===== src/rtl/package_settings.sv =====
// Project-wide sample format shared by the filter chain and downstream blocks.
package package_settings;
  localparam int SIZE_FILTER_DATA = 15;
endpackage


===== src/rtl/v13_peak_detector_pkg.sv =====
// Peak detector defaults, FSM state encoding and a shared saturating counter helper.
package v13_peakdet_parameters;
  localparam int HOLDOFF_DEF  = 8;
  localparam int TS_WIDTH_DEF = 16;

  typedef enum logic [1:0] {
    ST_IDLE = 2'd0,
    ST_RISE = 2'd1,
    ST_HOLD = 2'd2
  } state_e;

  function automatic logic [7:0] sat_inc8(input logic [7:0] v);
    return (v == 8'hFF) ? v : v + 8'd1;
  endfunction
endpackage


===== src/rtl/v13_event_reg.sv =====
// Single-entry valid/ready event register; events arriving while full are counted and dropped.
module v13_event_reg
  import package_settings::*;
  import v13_peakdet_parameters::*;
#(
  parameter int TS_WIDTH = TS_WIDTH_DEF
) (
  input  logic                          clk,
  input  logic                          reset,
  input  logic                          load_i,
  input  logic signed [SIZE_FILTER_DATA:0] amp_i,
  input  logic [TS_WIDTH-1:0]           time_i,
  input  logic [7:0]                    width_i,
  input  logic                          pileup_i,
  input  logic                          ready_i,
  output logic                          valid_o,
  output logic signed [SIZE_FILTER_DATA:0] amp_o,
  output logic [TS_WIDTH-1:0]           time_o,
  output logic [7:0]                    width_o,
  output logic                          pileup_o,
  output logic [7:0]                    lost_o
);
  logic                           valid_q;
  logic signed [SIZE_FILTER_DATA:0] amp_q;
  logic [TS_WIDTH-1:0]            time_q;
  logic [7:0]                     width_q;
  logic                           pileup_q;
  logic [7:0]                     lost_q;
  logic                           can_load;

  // A slot is free if empty or being emptied by a transfer this same cycle.
  assign can_load = !valid_q || ready_i;

  always_ff @(posedge clk or posedge reset) begin
    if (reset) begin
      valid_q  <= 1'b0;
      amp_q    <= '0;
      time_q   <= '0;
      width_q  <= '0;
      pileup_q <= 1'b0;
      lost_q   <= '0;
    end else if (load_i && can_load) begin
      valid_q  <= 1'b1;
      amp_q    <= amp_i;
      time_q   <= time_i;
      width_q  <= width_i;
      pileup_q <= pileup_i;
    end else begin
      if (load_i) lost_q <= sat_inc8(lost_q);
      if (valid_q && ready_i) valid_q <= 1'b0;
    end
  end

  assign valid_o  = valid_q;
  assign amp_o    = amp_q;
  assign time_o   = time_q;
  assign width_o  = width_q;
  assign pileup_o = pileup_q;
  assign lost_o   = lost_q;
endmodule


===== src/rtl/v13_peak_detector.sv =====
// Threshold-crossing peak detector: tracks pulse maximum, its timestamp, width and pile-up,
// then enforces a hold-off dead time before re-arming.
module v13_peak_detector
  import package_settings::*;
  import v13_peakdet_parameters::*;
#(
  parameter int HOLDOFF  = HOLDOFF_DEF,
  parameter int TS_WIDTH = TS_WIDTH_DEF
) (
  input  logic                             clk,
  input  logic                             reset,
  input  logic signed [SIZE_FILTER_DATA:0] filter_data,
  input  logic signed [SIZE_FILTER_DATA:0] threshold,
  input  logic                             event_ready,
  output logic                             event_valid,
  output logic signed [SIZE_FILTER_DATA:0] event_amplitude,
  output logic [TS_WIDTH-1:0]              event_time,
  output logic [7:0]                       event_width,
  output logic                             event_pileup,
  output logic [7:0]                       lost_count,
  output logic                             busy
);
  localparam int CNT_W = $clog2(HOLDOFF + 1);
  localparam logic [CNT_W-1:0] CNT_LAST = CNT_W'(HOLDOFF - 1);

  state_e                           state_q, state_d;
  logic [TS_WIDTH-1:0]              ts_q;
  logic signed [SIZE_FILTER_DATA:0] max_q;
  logic [TS_WIDTH-1:0]              max_time_q;
  logic [7:0]                       width_q;
  logic                             falling_q;
  logic                             pileup_q;
  logic signed [SIZE_FILTER_DATA:0] prev_q;
  logic [CNT_W-1:0]                 hold_cnt_q;
  logic                             above;
  logic                             evt_load;

  assign above = filter_data > threshold;

  always_ff @(posedge clk or posedge reset) begin
    if (reset) state_q <= ST_IDLE;
    else       state_q <= state_d;
  end

  always_comb begin
    state_d = state_q;
    case (state_q)
      ST_IDLE: if (above) state_d = ST_RISE;
      ST_RISE: if (!above) state_d = ST_HOLD;
      ST_HOLD: if (!above && hold_cnt_q == CNT_LAST) state_d = ST_IDLE;
      default: state_d = ST_IDLE;
    endcase
  end

  always_comb begin
    busy     = (state_q != ST_IDLE);
    evt_load = (state_q == ST_RISE) && !above;
  end

  // Pulse datapath; prev_q always follows the input so slope tracking starts on entry.
  always_ff @(posedge clk or posedge reset) begin
    if (reset) begin
      ts_q       <= '0;
      max_q      <= '0;
      max_time_q <= '0;
      width_q    <= '0;
      falling_q  <= 1'b0;
      pileup_q   <= 1'b0;
      prev_q     <= '0;
      hold_cnt_q <= '0;
    end else begin
      ts_q   <= ts_q + TS_WIDTH'(1);
      prev_q <= filter_data;
      case (state_q)
        ST_IDLE: begin
          if (above) begin
            max_q      <= filter_data;
            max_time_q <= ts_q;
            width_q    <= 8'd1;
            falling_q  <= 1'b0;
            pileup_q   <= 1'b0;
          end
        end
        ST_RISE: begin
          if (above) begin
            width_q <= sat_inc8(width_q);
            if (filter_data > max_q) begin
              max_q      <= filter_data;
              max_time_q <= ts_q;
            end
            if (filter_data < prev_q) falling_q <= 1'b1;
            if (filter_data > prev_q && falling_q) pileup_q <= 1'b1;
          end else begin
            hold_cnt_q <= '0;
          end
        end
        ST_HOLD: begin
          if (above) hold_cnt_q <= '0;
          else       hold_cnt_q <= hold_cnt_q + CNT_W'(1);
        end
        default: hold_cnt_q <= '0;
      endcase
    end
  end

  v13_event_reg #(.TS_WIDTH(TS_WIDTH)) u_event_reg (
    .clk      (clk),
    .reset    (reset),
    .load_i   (evt_load),
    .amp_i    (max_q),
    .time_i   (max_time_q),
    .width_i  (width_q),
    .pileup_i (pileup_q),
    .ready_i  (event_ready),
    .valid_o  (event_valid),
    .amp_o    (event_amplitude),
    .time_o   (event_time),
    .width_o  (event_width),
    .pileup_o (event_pileup),
    .lost_o   (lost_count)
  );
endmodule

===== config.mk =====
export PLATFORM = sky130hd
export DESIGN_NAME = v13_peak_detector
export DESIGN_NICKNAME = d
export VERILOG_FILES = /design/src/rtl/package_settings.sv /design/src/rtl/v13_peak_detector_pkg.sv /design/src/rtl/v13_event_reg.sv /design/src/rtl/v13_peak_detector.sv
export SDC_FILE = /design/constraint.sdc
export NUM_CORES = 1
export LEC_CHECK = 0
export CAP_MARGIN = 20
export CORE_AREA = 2 2 104 132
export DETAILED_ROUTE_END_ITERATION = 16
export DIE_AREA = 0 0 106 134
export DONT_BUFFER_PORTS = 1
export HOLD_SLACK_MARGIN = 0.08
export PLACE_DENSITY_LB_ADDON = 0.12
export SLEW_MARGIN = 10
export SYNTH_ARGS = -nofsm -noshare
export SYNTH_HDL_FRONTEND = slang
export SYNTH_SLANG_ARGS = --single-unit

===== constraint.sdc =====
create_clock -name clk -period 13.1 [get_ports clk]
set_clock_uncertainty 0.15 [all_clocks]
set_input_delay 2.62 -clock clk [delete_from_list [all_inputs] [get_ports clk]]
set_output_delay 2.62 -clock clk [all_outputs]
set_load 0.03 [all_outputs]

# Word level (Yosys, flattened, before mapping)
# Index checks and enable logic that the tools add are counted.
[totals] regBits=130 output_inout_bits=51 word_cells=86
[classes] add_sub_neg=4 order_cmp=4 eq_ne=13 n_mux=28 bitwise=3 reduce_logical=19
[ops] cell="$mux W16" n=6
[ops] cell="$pmux W16 S2" n=2
[ops] cell="$gt A16 B16 Y1" n=3
[ops] cell="$mux W8" n=3
[ops] cell="$add A16 B1 Y16 const B" n=1
[ops] cell="$add A8 B1 Y8 const B" n=2
[ops] cell="$eq A8 B8 Y1 const B" n=2
[ops] cell="$lt A16 B16 Y1" n=1
[ops] cell="$pmux W8 S2" n=1
[ops] cell="$reduce_and A4 Y1" n=4
[ops] cell="$pmux W4 S3" n=1
[ops] cell="$ne A2 B2 Y1 const B" n=5
[ops] cell="$mux W4" n=2
[ops] cell="$mux W1" n=7
[ops] cell="$mux W2" n=3
[ops] cell="$ne A2 B1 Y1 const B" n=3
[ops] cell="$pmux W2 S3" n=1
[ops] cell="$reduce_and A3 Y1" n=2
[ops] cell="$reduce_bool A2 Y1" n=3
[ops] cell="$logic_and A1 B1 Y1" n=5
[ops] cell="$add A4 B1 Y4 const B" n=1
[ops] cell="$eq A4 B3 Y1 const B" n=1
[ops] cell="$pmux W1 S2" n=2
[ops] cell="$not A1 Y1" n=3
[ops] cell="other kinds (6)" n=7

# Longest topological paths before layout
[depth] word_depth=6 ltp_mapped=12

# Hierarchy
# From an unflattened synthesis, not the netlist that was laid out.
[unflattened] hier_cells=530 hier_area_um2=6478.7
[by_module_without_submodules] mod="v13_peak_detector" instances=1 cells_each=405 area_each_um2=4524.3 seq_area_each_um2=2001.9
[by_module_without_submodules] mod="v13_event_reg" instances=1 cells_each=125 area_each_um2=1954.4 seq_area_each_um2=1251.2

# Worst setup path before layout
# No wires, ideal clock.
[synth_timing] kind="input -> register" from="input threshold[1]" to="register u_event_reg.time_q[12] (netlist: u_event_reg.time_o[12])" arrival_time_ps=4761 path_slack_ps=8062 cell_stages=12 n_path_buf=3 cell_sequence="inv_1 ha_1 nor2b_1 o211ai_2 a2111oi_1 or4_1 buf_2 nand2_2 and3_1 buf_4 buf_4 mux2_1"
[synth_via] elab_chain_cells=4
[synth_lines] element="start, declared" line="v13_peak_detector.sv:13" text="input logic signed [SIZE_FILTER_DATA:0] threshold,"
[synth_lines] element="$gt A16 B16 Y1" line="v13_peak_detector.sv:38" text="assign above = filter_data > threshold;"
[synth_lines] element="$logic_not A1 Y1" line="v13_peak_detector.sv:57" text="evt_load = (state_q == ST_RISE) && !above;"
[synth_lines] element="$logic_and A1 B1 Y1" line="v13_peak_detector.sv:57"
[synth_lines] element="$logic_and A1 B1 Y1" line="v13_event_reg.sv:42" text="end else if (load_i && can_load) begin"
[synth_lines] element="end signal, assigned" line="v13_event_reg.sv:45" text="time_q <= time_i;"
[synth_lines] element="end, declared" line="v13_event_reg.sv:25" text="logic [TS_WIDTH-1:0] time_q;"
# No other way between the ends.
# A chain may end at the register's enable or synchronous reset.

# Worst setup path in the final report
[layout_timing] from="input threshold[1]" to="register u_event_reg.time_q[3] (netlist: u_event_reg.time_o[3])"
# The elaborated chain is that of the path after synthesis.

==> results.py <==
metrics = {
    "timing": {
        "tns_ns": 0,
        "period_needed_ns": 5.39,
        "finalHoldViolations": 0,
        "final-setup-viol-count": 0,
        "holdWs_ns": 0.344,
        "fin_crit_sh_pct": 41.1,
        "drv_slew": 0,
        "worstMarginPinSlew_ns": 1.03,
        "fmax_mhz": 186,
        "rsz0062_at_grt": "no",
        "slew-limit-headroom_pct": 31.3,
    },
    "yosys": {
        "avgSynthCellArea_um2": 12.1,
        "ys_types": 48,
        "synthTopCellsByArea": "dfrtp_1 (51%), ha_1 (10%), mux2_4 (7.1%), mux2_2 (5.7%), inv_1 (3.4%)",
        "yosys_register_bits": 130,
        "synth_top_cell_by_area": "dfrtp_1",
        "ys_seq_area_share_pct": 51.1,
        "yosys_most_used_dff": "dfrtp_1",
        "synth_edf_count": 0,
        "postSynthCellCount": 524,
        "yosysMostFrequentCell": "dfrtp_1",
        "synth_common_cells": "dfrtp_1 (130), inv_1 (57), ha_1 (52), nand2_1 (33), mux2_2 (32)",
        "yosysWarningCount": 0,
        "yosysTopAreaCellShare_pct": 51.1,
        "syn-num-nets": 611,
        "async_reset_ff_share_pct": 100,
        "synthesis.area_mm2": 0.00636,
    },
    "detailed_routing": {
        "drt-wirelength-per-cell_um": 17.1,
        "wl_um": 12200,
        "vias_per_cell": 5.41,
        "first_pass_iters": 4,
        "drt_iter0_drc": 175,
        "vias": 3869,
        "drc": 0,
        "drtAntennaViolNets": 0,
    },
    "grt": {
        "overflow": 0,
        "grt_max_degree": 74,
        "first_global_vias": 4044,
        "grt_use_total_pct": 18.6,
        "grt_pass1_wl_um": 20700,
        "antenna_found_initial": 0,
    },
    "critical_path": {
        "path_max_fanout": 41,
        "r2r_slack_ns": 9.88,
        "crit_arrival_ns": 5.53,
        "reg2reg_to": "max_q[15]",
        "worstPathRequired_ns": 13.24,
        "critPathSlowestCell": "and3_2",
        "r2r_cells": 8,
        "path_class": "primary input to flip-flop",
        "path_delay_family": "simple AND/OR/NAND/NOR gates",
        "slowest_delay_ns": 0.90,
        "timing.rr.start": "max_q[15]",
        "start_kind": "primary input",
        "cp_cell_sequence": "inv_1 > ha_1 > nor2b_1 > o211ai_2 > a2111oi_1 > or4_1 > nand2_2 > and3_2 > mux2_2",
        "crit_buf_inv": 1,
        "crit_path_end_kind": "flip-flop",
    },
    "final_layout": {
        "final_cells": 715,
        "insertedDiodeCount": 0,
        "final_nets": 618,
        "layout-drive-gt1-share_pct": 18.8,
        "syn2layout_area_growth_pct": 11.2,
        "fin_util_pct": 54.5,
    },
    "floorplan": {
        "rows": 47,
        "core-area_mm2": 0.0130,
        "initial_core_util_pct": 49.0,
        "die_y_um": 134,
        "die-area_mm2": 0.0142,
        "pin_count": 86,
        "die_w_um": 106,
    },
    "place": {
        "gp_congestion": 0.822,
        "dp.cells": 683,
        "hpwl_um": 8370,
        "port_buffers": 0,
    },
    "worst_hold_path": {
        "min_to": "u_event_reg.time_o[15]",
        "min_path_type": "flip-flop to flip-flop",
        "worstHoldStart": "max_time_q[15]",
        "hold_depth": 1,
    },
    "clock_tree": {
        "root_buffer": "clkbuf_16",
        "cts_tree": "done",
        "post-cts-setup-buffer-count": 0,
        "cts_sinks": 130,
        "path_clk_slew_ns": 0.06,
        "cts-resized-gates": 0,
        "cts_buffers": 17,
        "cts.path.max_buffers": 2,
        "ctsHoldBuffers": 0,
        "htreeDepth": 4,
        "clock_latency_ns": 0.41,
    },
    "pwr": {
        "leakagePower_uw": 0.00347,
        "ir_drop_mv": 0.0965,
        "power_density_mw_per_mm2": 212,
    },
    "outcome": {
        "status": "completed",
    },
    "run": {
        "drv_cap": 0,
    },
}
==> power by group <==
part	internal, uW	switching, uW
Clock	295	174
Sequential	495	172
Combinational	192	171
Total	982	517
==> cells in the final DEF (no fill, tap or decap), types with 2 or more instances in the layout <==
cell type and instances:
a211oi_1 4, a21o_1 6, a21oi_1 19, a2bb2oi_1 2, a31oi_1 3, and3_1 11
bufinv_16 2, clkbuf_16 17, clkbuf_8 3, clkinv_2 3, clkinv_4 2, clkinvlp_4 4
dfrtp_1 130, ha_1 52, inv_1 56, mux2_1 14, mux2_2 32, mux2_4 30
mux2i_1 2, nand2_1 33, nand3_1 12, nand4_1 15, nor2_1 15, nor3_1 5
nor3b_1 4, nor4_1 2, o21a_1 2, o21ai_0 16, o22ai_1 4, xnor2_1 15
xor2_1 6
==> layout make-up <==
| cell class | instances | area (um^2) |
|---|---|---|
| Clock buffer | 20 | 467 |
| Clock inverter | 12 | 131 |
| Fill cell | 1112 | 5920 |
| Inverter | 57 | 216 |
| Multi-Input combinational cell | 324 | 2790 |
| Sequential cell | 130 | 3250 |
| Tap cell | 171 | 214 |
| Timing Repair Buffer | 1 | 7.51 |
==> through the flow <==
step | worst slack (ns) | total power, uW | instance area (um^2)
3_5_place_dp | 7.23 | 1040 | 6480
4_1_cts | 7.66 | 1520 | 7080
3_3_place_gp | 7.33 | 1030 | 6480
6_report | 7.71 | 1500 | 7080
2_1_floorplan | 6.86 | 979 | 6360
5_1_grt | 7.53 | 1590 | 7080
==> state kept, by name, indices dropped and copies added, names as in the netlist <==
register,flops
falling_q,1
u_event_reg.valid_o,1
u_event_reg.width_o,8
width_q,8
max_time_q,16
u_event_reg.amp_o,16
u_event_reg.lost_o,8
u_event_reg.pileup_o,1
hold_cnt_q,4
prev_q,16
u_event_reg.time_o,16
ts_q,16
pileup_q,1
max_q,16
state_q,2
==> cells by family (layout without fill, tap and decap cells) <==
group / Yosys count / after routing / synth area share (%)
DFF: 130 / 130 / 51.1
and+or+nand+nor: 108 / 108 / 8.71
muxes: 78 / 78 / 15.5
buffers and inverters: 70 / 90 / 5.09
AOI/OAI and AO/OA: 65 / 65 / 6.43
adders and majority gates: 52 / 52 / 10.2
xor gates and xnor gates: 21 / 21 / 2.89
==> routing by layer <==
layer	wire, um	GRT usage, %
met5	0	0
met3	680	6.17
met4	117	5.26
met2	6180	31.2
met1	5260	23.1
==> how the worst max path moves through the flow <==
stage | startpoint | to | slack [ns] | cells past startpoint
floorplan | reset | falling_q | 6.86 | 1
global placement | threshold[1] | u_event_reg.time_o[7] | 7.33 | 9
detailed placement | threshold[1] | u_event_reg.time_o[0] | 7.23 | 9
CTS | threshold[1] | u_event_reg.amp_o[6] | 7.66 | 9
global route | threshold[1] | u_event_reg.time_o[0] | 7.53 | 9
finish | threshold[1] | u_event_reg.time_o[3] | 7.71 | 9
No activity file was read; power rests on OpenSTA's default activity.
==> edit 1: new RTL, config.mk and constraints unchanged <==
Register the output `lost_count`, cleared by the reset; this adds one clock of latency there. The other outputs are not delayed to match.
--- a/src/rtl/v13_peak_detector.sv
+++ b/src/rtl/v13_peak_detector.sv
@@ -24,2 +24,4 @@
   localparam logic [CNT_W-1:0] CNT_LAST = CNT_W'(HOLDOFF - 1);
+
+  logic [7:0] lost_count_d;
 
@@ -119,4 +121,12 @@
     .pileup_o (event_pileup),
-    .lost_o   (lost_count)
+    .lost_o   (lost_count_d)
   );
+  always_ff @(posedge clk or posedge reset) begin
+    if (reset) begin
+      lost_count <= '0;
+    end else begin
+      lost_count <= lost_count_d;
+    end
+  end
+
 endmodule
Behaviour: no difference found for any inputs over 4 cycles, from zero or initial values and one cycle with reset high; that may be too few to reach the edited logic, so the function may still have changed.
==> edit 1 against the original RTL <==
- count of clock-buffer cells in the layout increased by 1
- wire length increased by 4.6%
- cell area rose by 2.4%
- sequential power grew 3.4%
- utilization rose by 1.3 points
- die area stayed put
- total power increased by 1.3%
- first-iteration DRC count is 14% lower
- sequential cell count is 8 higher
- clock power up 4.7%
- setup slack got worse by 200 ps
- synthesized area up 1.3%
- sequential share of layout area up 1.7 points
- largest power group unchanged
==> edit 1: results (changes against the original RTL) <==
Min path
  • Hold Path Class: flip-flop to flip-flop

Detailed routing
  • Wirelength per Cell: 17.7 um (+3.4%)
  • DRT iter0 DRCs: 150 (-14%)
  • DR vias: 3959 (+2.3%)
  • Pre-antenna DRT Iters: 4 (unchanged)
  • # DRC: 0 (unchanged)

Timing
  • Slew headroom: 42.7% (+11 points)

Layout
  • Final cell count without fillers: 723 (+1.1%)
  • Nets: 626 (+1.3%)
  • Layout cells sized above 1: 20.3% (+1.6 points)

Synthesis
  • Ys Warns: 0 (unchanged)
  • Synth top area cells: dfrtp_1, mux2_2, ha_1
  • Post-synth EDFFs: 0 (unchanged)
  • Post-synth top cells: dfrtp_1, mux2_2, ha_1, inv_1, nand2_1
  • Unique cell type count in the Yosys netlist: 47 (-2.1%)
  • Syn_nets: 614 (+0.49%)
  • Fraction of registers with async set/reset: 100% (unchanged)
  • Mapped Avg Cell Area: 12.2 sq um (+0.76%)
  • Sequential element share of the synthesized area: 53.6% (+2.4 points)
  • Top_reg_cell synth: dfrtp_1

Setup path
  • Crit path DAT: 5730 ps (+200 ps)
  • Critical Path Fanout Max: 25 (-39%)

Pwr
  • Reg power frac: 45.4% (+0.9 points)
  • Leakage: 3.58 nW (+3.0%)
  • Power of the clock network: 0.491 mW (+4.7%)
  • Worst VDD drop: 0.108 mV (+12%)
  • Int Power: 1.00 mW (+2.4%)
  • Total power: 1.52 mW (+1.3%)

Placement
  • GPL Wtd Cong: 0.777 (-5.4%)
  • Port buffer count: 0 (unchanged)
  • Placed cell area: 6630 sq um (+2.4%)
  • DP Worst Slack: 7070 ps (-163 ps)
  • DP Cell Count: 691 (+1.2%)
  • HPWL Detailed: 9.16 mm (+9.5%)

Clocking
  • Cts bufs inserted: 17 (unchanged)
  • Setup Buffers After CTS: 0 (unchanged)
  • Post_cts resized: 0 (unchanged)
  • Clock transition at path regs: around 50 ps
  • H-tree depth: 4 (unchanged)

GRT
  • Initial antenna violation count: 0 (unchanged)
  • First-pass GRT wire length: 21.4 mm (+3.5%)
  • Pin count of the biggest net entering global routing: 77 (+4.1%)
  • GRT Util Overall: 19.6% (+1.0 points)
  • Vias in the first global route: 4230 (+4.6%)

Run status
  • Status: finished clean
## edit 1: changes by cell type after synthesis, sizes merged, moves of 3 or more
cell    before  now
dfrtp      130  138
inv         57   52
o21ai       16   11
nor2b        1    5
nor3b        4    0
o22ai        4    0
nand2b       1    4
nand3       12    9
nor2        15   18
## edit 1: worst max-delay path, cell delays in order
cell	delay, ps
inv_1	20
ha_1	340
nand4_2	170
nor2_1	100
a211o_1	270
nor4_1	620
nor3_2	190
nor2_4	530
buf_4	450
mux2_2	390
## edit 1: kinds of logic after synthesis
| family | share of synthesized area [%] |
|---|---|
| AO/OA/AOI/OAI | 6.07 |
| XOR/XNOR | 2.99 |
| adder cells (fa/ha/maj) | 10.1 |
| buffers and inverters | 4.15 |
| flip-flops | 53.6 |
| multiplexers | 13.4 |
| AND/OR/NAND/NOR | 9.70 |
## edit 1: final timing paths
kind	startpoint	endpoint	slack [ps]	cells after the start
worst max-delay path	threshold[15]	u_event_reg.amp_o[2]	7510	10
worst min-delay path	u_event_reg.lost_o[5]	lost_count[5]	270	0
worst max register to register	max_q[15]	max_q[7]	9470	10
worst min register to register	u_event_reg.lost_o[5]	lost_count[5]	270	0
max in group asynchronous	reset	max_time_q[15]	9490	2
min in group asynchronous	reset	lost_count[0]	2030	1
## edit 1: cell type report
| class | instances | area (sq um) |
|---|---|---|
| fill | 1097 | 5750 |
| clock buffer | 21 | 470 |
| tap | 171 | 214 |
| inverter | 52 | 200 |
| timing repair buffer | 3 | 22.5 |
| antenna | 1 | 2.50 |
| multi-input combinational | 327 | 2740 |
| sequential | 138 | 3450 |
| clock inverter | 10 | 141 |
## edit 1: layer usage
layer	track usage, %	part of all wire [%]
met3	4.76	3.7
met5	0	0
met4	7.89	2.0
met1	23.7	43
met2	33.8	52
==> edit 2: new RTL, same flow settings <==
Without the edit above. `TS_WIDTH_DEF`: 16 -> 14.
--- a/src/rtl/v13_peak_detector_pkg.sv
+++ b/src/rtl/v13_peak_detector_pkg.sv
@@ -3,3 +3,3 @@
   localparam int HOLDOFF_DEF  = 8;
-  localparam int TS_WIDTH_DEF = 16;
+  localparam int TS_WIDTH_DEF = 14;
 
Interface: changed (resized event_time); port bits go from 86 to 84. No check against the original RTL was run, so the function may have changed too.
==> edit 2 against the original RTL <==
- critical path depth grew 1
- wire length shrank 1.9%
- utilization shrank 1.9 points
- synthesized area shrank 5.3%
- sequential share of layout area shrank 0.56 points
- combinational power shrank 12%
- total power shrank 2.1%
- sequential cell count shrank 6
- setup slack lost 390 ps
- cell area shrank 3.4%
- cell count shrank 2.8%
- critical path type unchanged
- critical endpoint is now u_event_reg.time_o[9]
==> edit 2: results (changes against the original RTL) <==
Placement
  • Port buffer count: 0 (unchanged)
  • Placed cell area: 6200 sq um (-4.3%)
  • DP Cell Count: 663 (-2.9%)
  • HPWL Detailed: 8.67 mm (+3.6%)
  • GPL Wtd Cong: 0.810 (-1.4%)
  • DP Worst Slack: 6900 ps (-327 ps)

GRT
  • Pin count of the biggest net entering global routing: 79 (+6.8%)
  • Vias in the first global route: 3977 (-1.7%)
  • First-pass GRT wire length: 20.3 mm (-2.0%)
  • Initial antenna violation count: 0 (unchanged)
  • GRT Util Overall: 18.4% (-0.27 points)

Synthesis
  • Unique cell type count in the Yosys netlist: 50 (+4.2%)
  • Mapped Avg Cell Area: 12.1 sq um (-0.41%)
  • Sequential element share of the synthesized area: 51.5% (+0.40 points)
  • Syn_nets: 585 (-4.3%)
  • Post-synth top cells: dfrtp_1, mux2_2, inv_1
  • Synth top area cells: dfrtp_1, mux2_2, ha_1

Detailed routing
  • Pre-antenna DRT Iters: 5 (+1)
  • M1 wire length: 5.05 mm (-4.0%)
  • Final WL: 12.0 mm (-1.9%)
  • Met3 WL post-DR: 704 um (+3.5%)
  • Avg Vias per Cell: 5.41 (about the same)
  • DRT iter0 DRCs: 148 (-15%)
  • Met2 Routed Length: 6.05 mm (-2.2%)

Setup path
  • Critical Path Fanout Max: 29 (-29%)
  • Crit path DAT: 5920 ps (+390 ps)

Pwr
  • Worst VDD drop: 0.0900 mV (-6.8%)
  • Leakage: 3.27 nW (-5.9%)

Run status
  • Status: finished clean

Clocking
  • H-tree depth: 4 (unchanged)
  • Root Buffer: clkbuf_16

Layout
  • Final cell count without fillers: 695 (-2.8%)
  • Ant diodes: 0 (unchanged)
  • Layout cells sized above 1: 20.8% (+2.1 points)
  • Nets: 598 (-3.2%)

Min path
  • Hold Path Class: flip-flop to flip-flop

Timing
  • Slew headroom: 34.9% (+3.6 points)
edit 2: cell count changes after synthesis, sizes merged, moves of 3 or more:
cell / delta
a22o: +3
and3: -5
dfrtp: -6
mux2: -4
nand2: -16
nand3: +6
nor2: -4
nor2b: +5
nor3: +3
nor3b: -4
o21ai: -11
or3: +4
edit 2: area by class of cell:
| type | instances | area, sq um |
|---|---|---|
| Fill cell | 1149 | 6160 |
| Sequential cell | 124 | 3100 |
| Multi-Input combinational cell | 310 | 2650 |
| Clock buffer | 22 | 474 |
| Tap cell | 171 | 214 |
| Inverter | 55 | 209 |
| Clock inverter | 10 | 163 |
| Timing Repair Buffer | 3 | 22.5 |
edit 2: routing by layer:
metal	vias to the layer above	GRT usage (%)
met5	-	0
met4	0	6.87
met3	13	6.03
met2	88	30.8
met1	1871	22.0
li1	1791	-
edit 2: power breakdown:
part           switching [mW]  internal, mW  leakage (nW)
registers               0.171         0.480          1.55
logic                   0.158         0.163          1.41
clock network           0.164         0.333         0.306
edit 2: final timing paths:
kind / cells after the start / from / slack (ps) / end
worst max-delay path: 10 / threshold[15] / 7320 / u_event_reg.time_o[9]
worst min-delay path: 1 / ts_q[13] / 330 / ts_q[13]
worst max register to register: 10 / max_q[15] / 9490 / max_time_q[9]
worst min register to register: 1 / ts_q[13] / 330 / ts_q[13]
max in group asynchronous: 2 / reset / 9390 / state_q[0]
min in group asynchronous: 1 / reset / 2000 / u_event_reg.time_o[0]
edit 2: cell families (layout without fill, tap and decap cells):
| family | Yosys count | after routing | synth area share [%] |
|---|---|---|---|
| muxes | 73 | 73 | 13.6 |
| xor gates and xnor gates | 20 | 20 | 2.91 |
| DFF | 124 | 124 | 51.5 |
| and+or+nand+nor | 105 | 105 | 9.76 |
| AOI/OAI and AO/OA | 60 | 60 | 6.77 |
| buffers and inverters | 64 | 90 | 4.61 |
| adders and majority gates | 52 | 52 | 10.8 |
edit 2: metrics by stage:
stage | util (%) | total power, mW | hold slack (ps)
2_1_floorplan | - | 0.913 | 290
3_3_place_gp | 47.7 | 0.973 | 319
3_5_place_dp | 47.7 | 0.987 | 313
4_1_cts | 52.6 | 1.49 | 329
5_1_grt | 52.6 | 1.56 | 366
6_report | 52.6 | 1.47 | 327
edit 2: worst max-delay path, cell delays in order:
cell and delay, ps:
inv_1 50, ha_1 330, nand4_1 190, or4_1 560, a21o_1 190, a31oi_2 350
nor3_4 140, nor3_4 580, buf_4 490, mux2_2 390
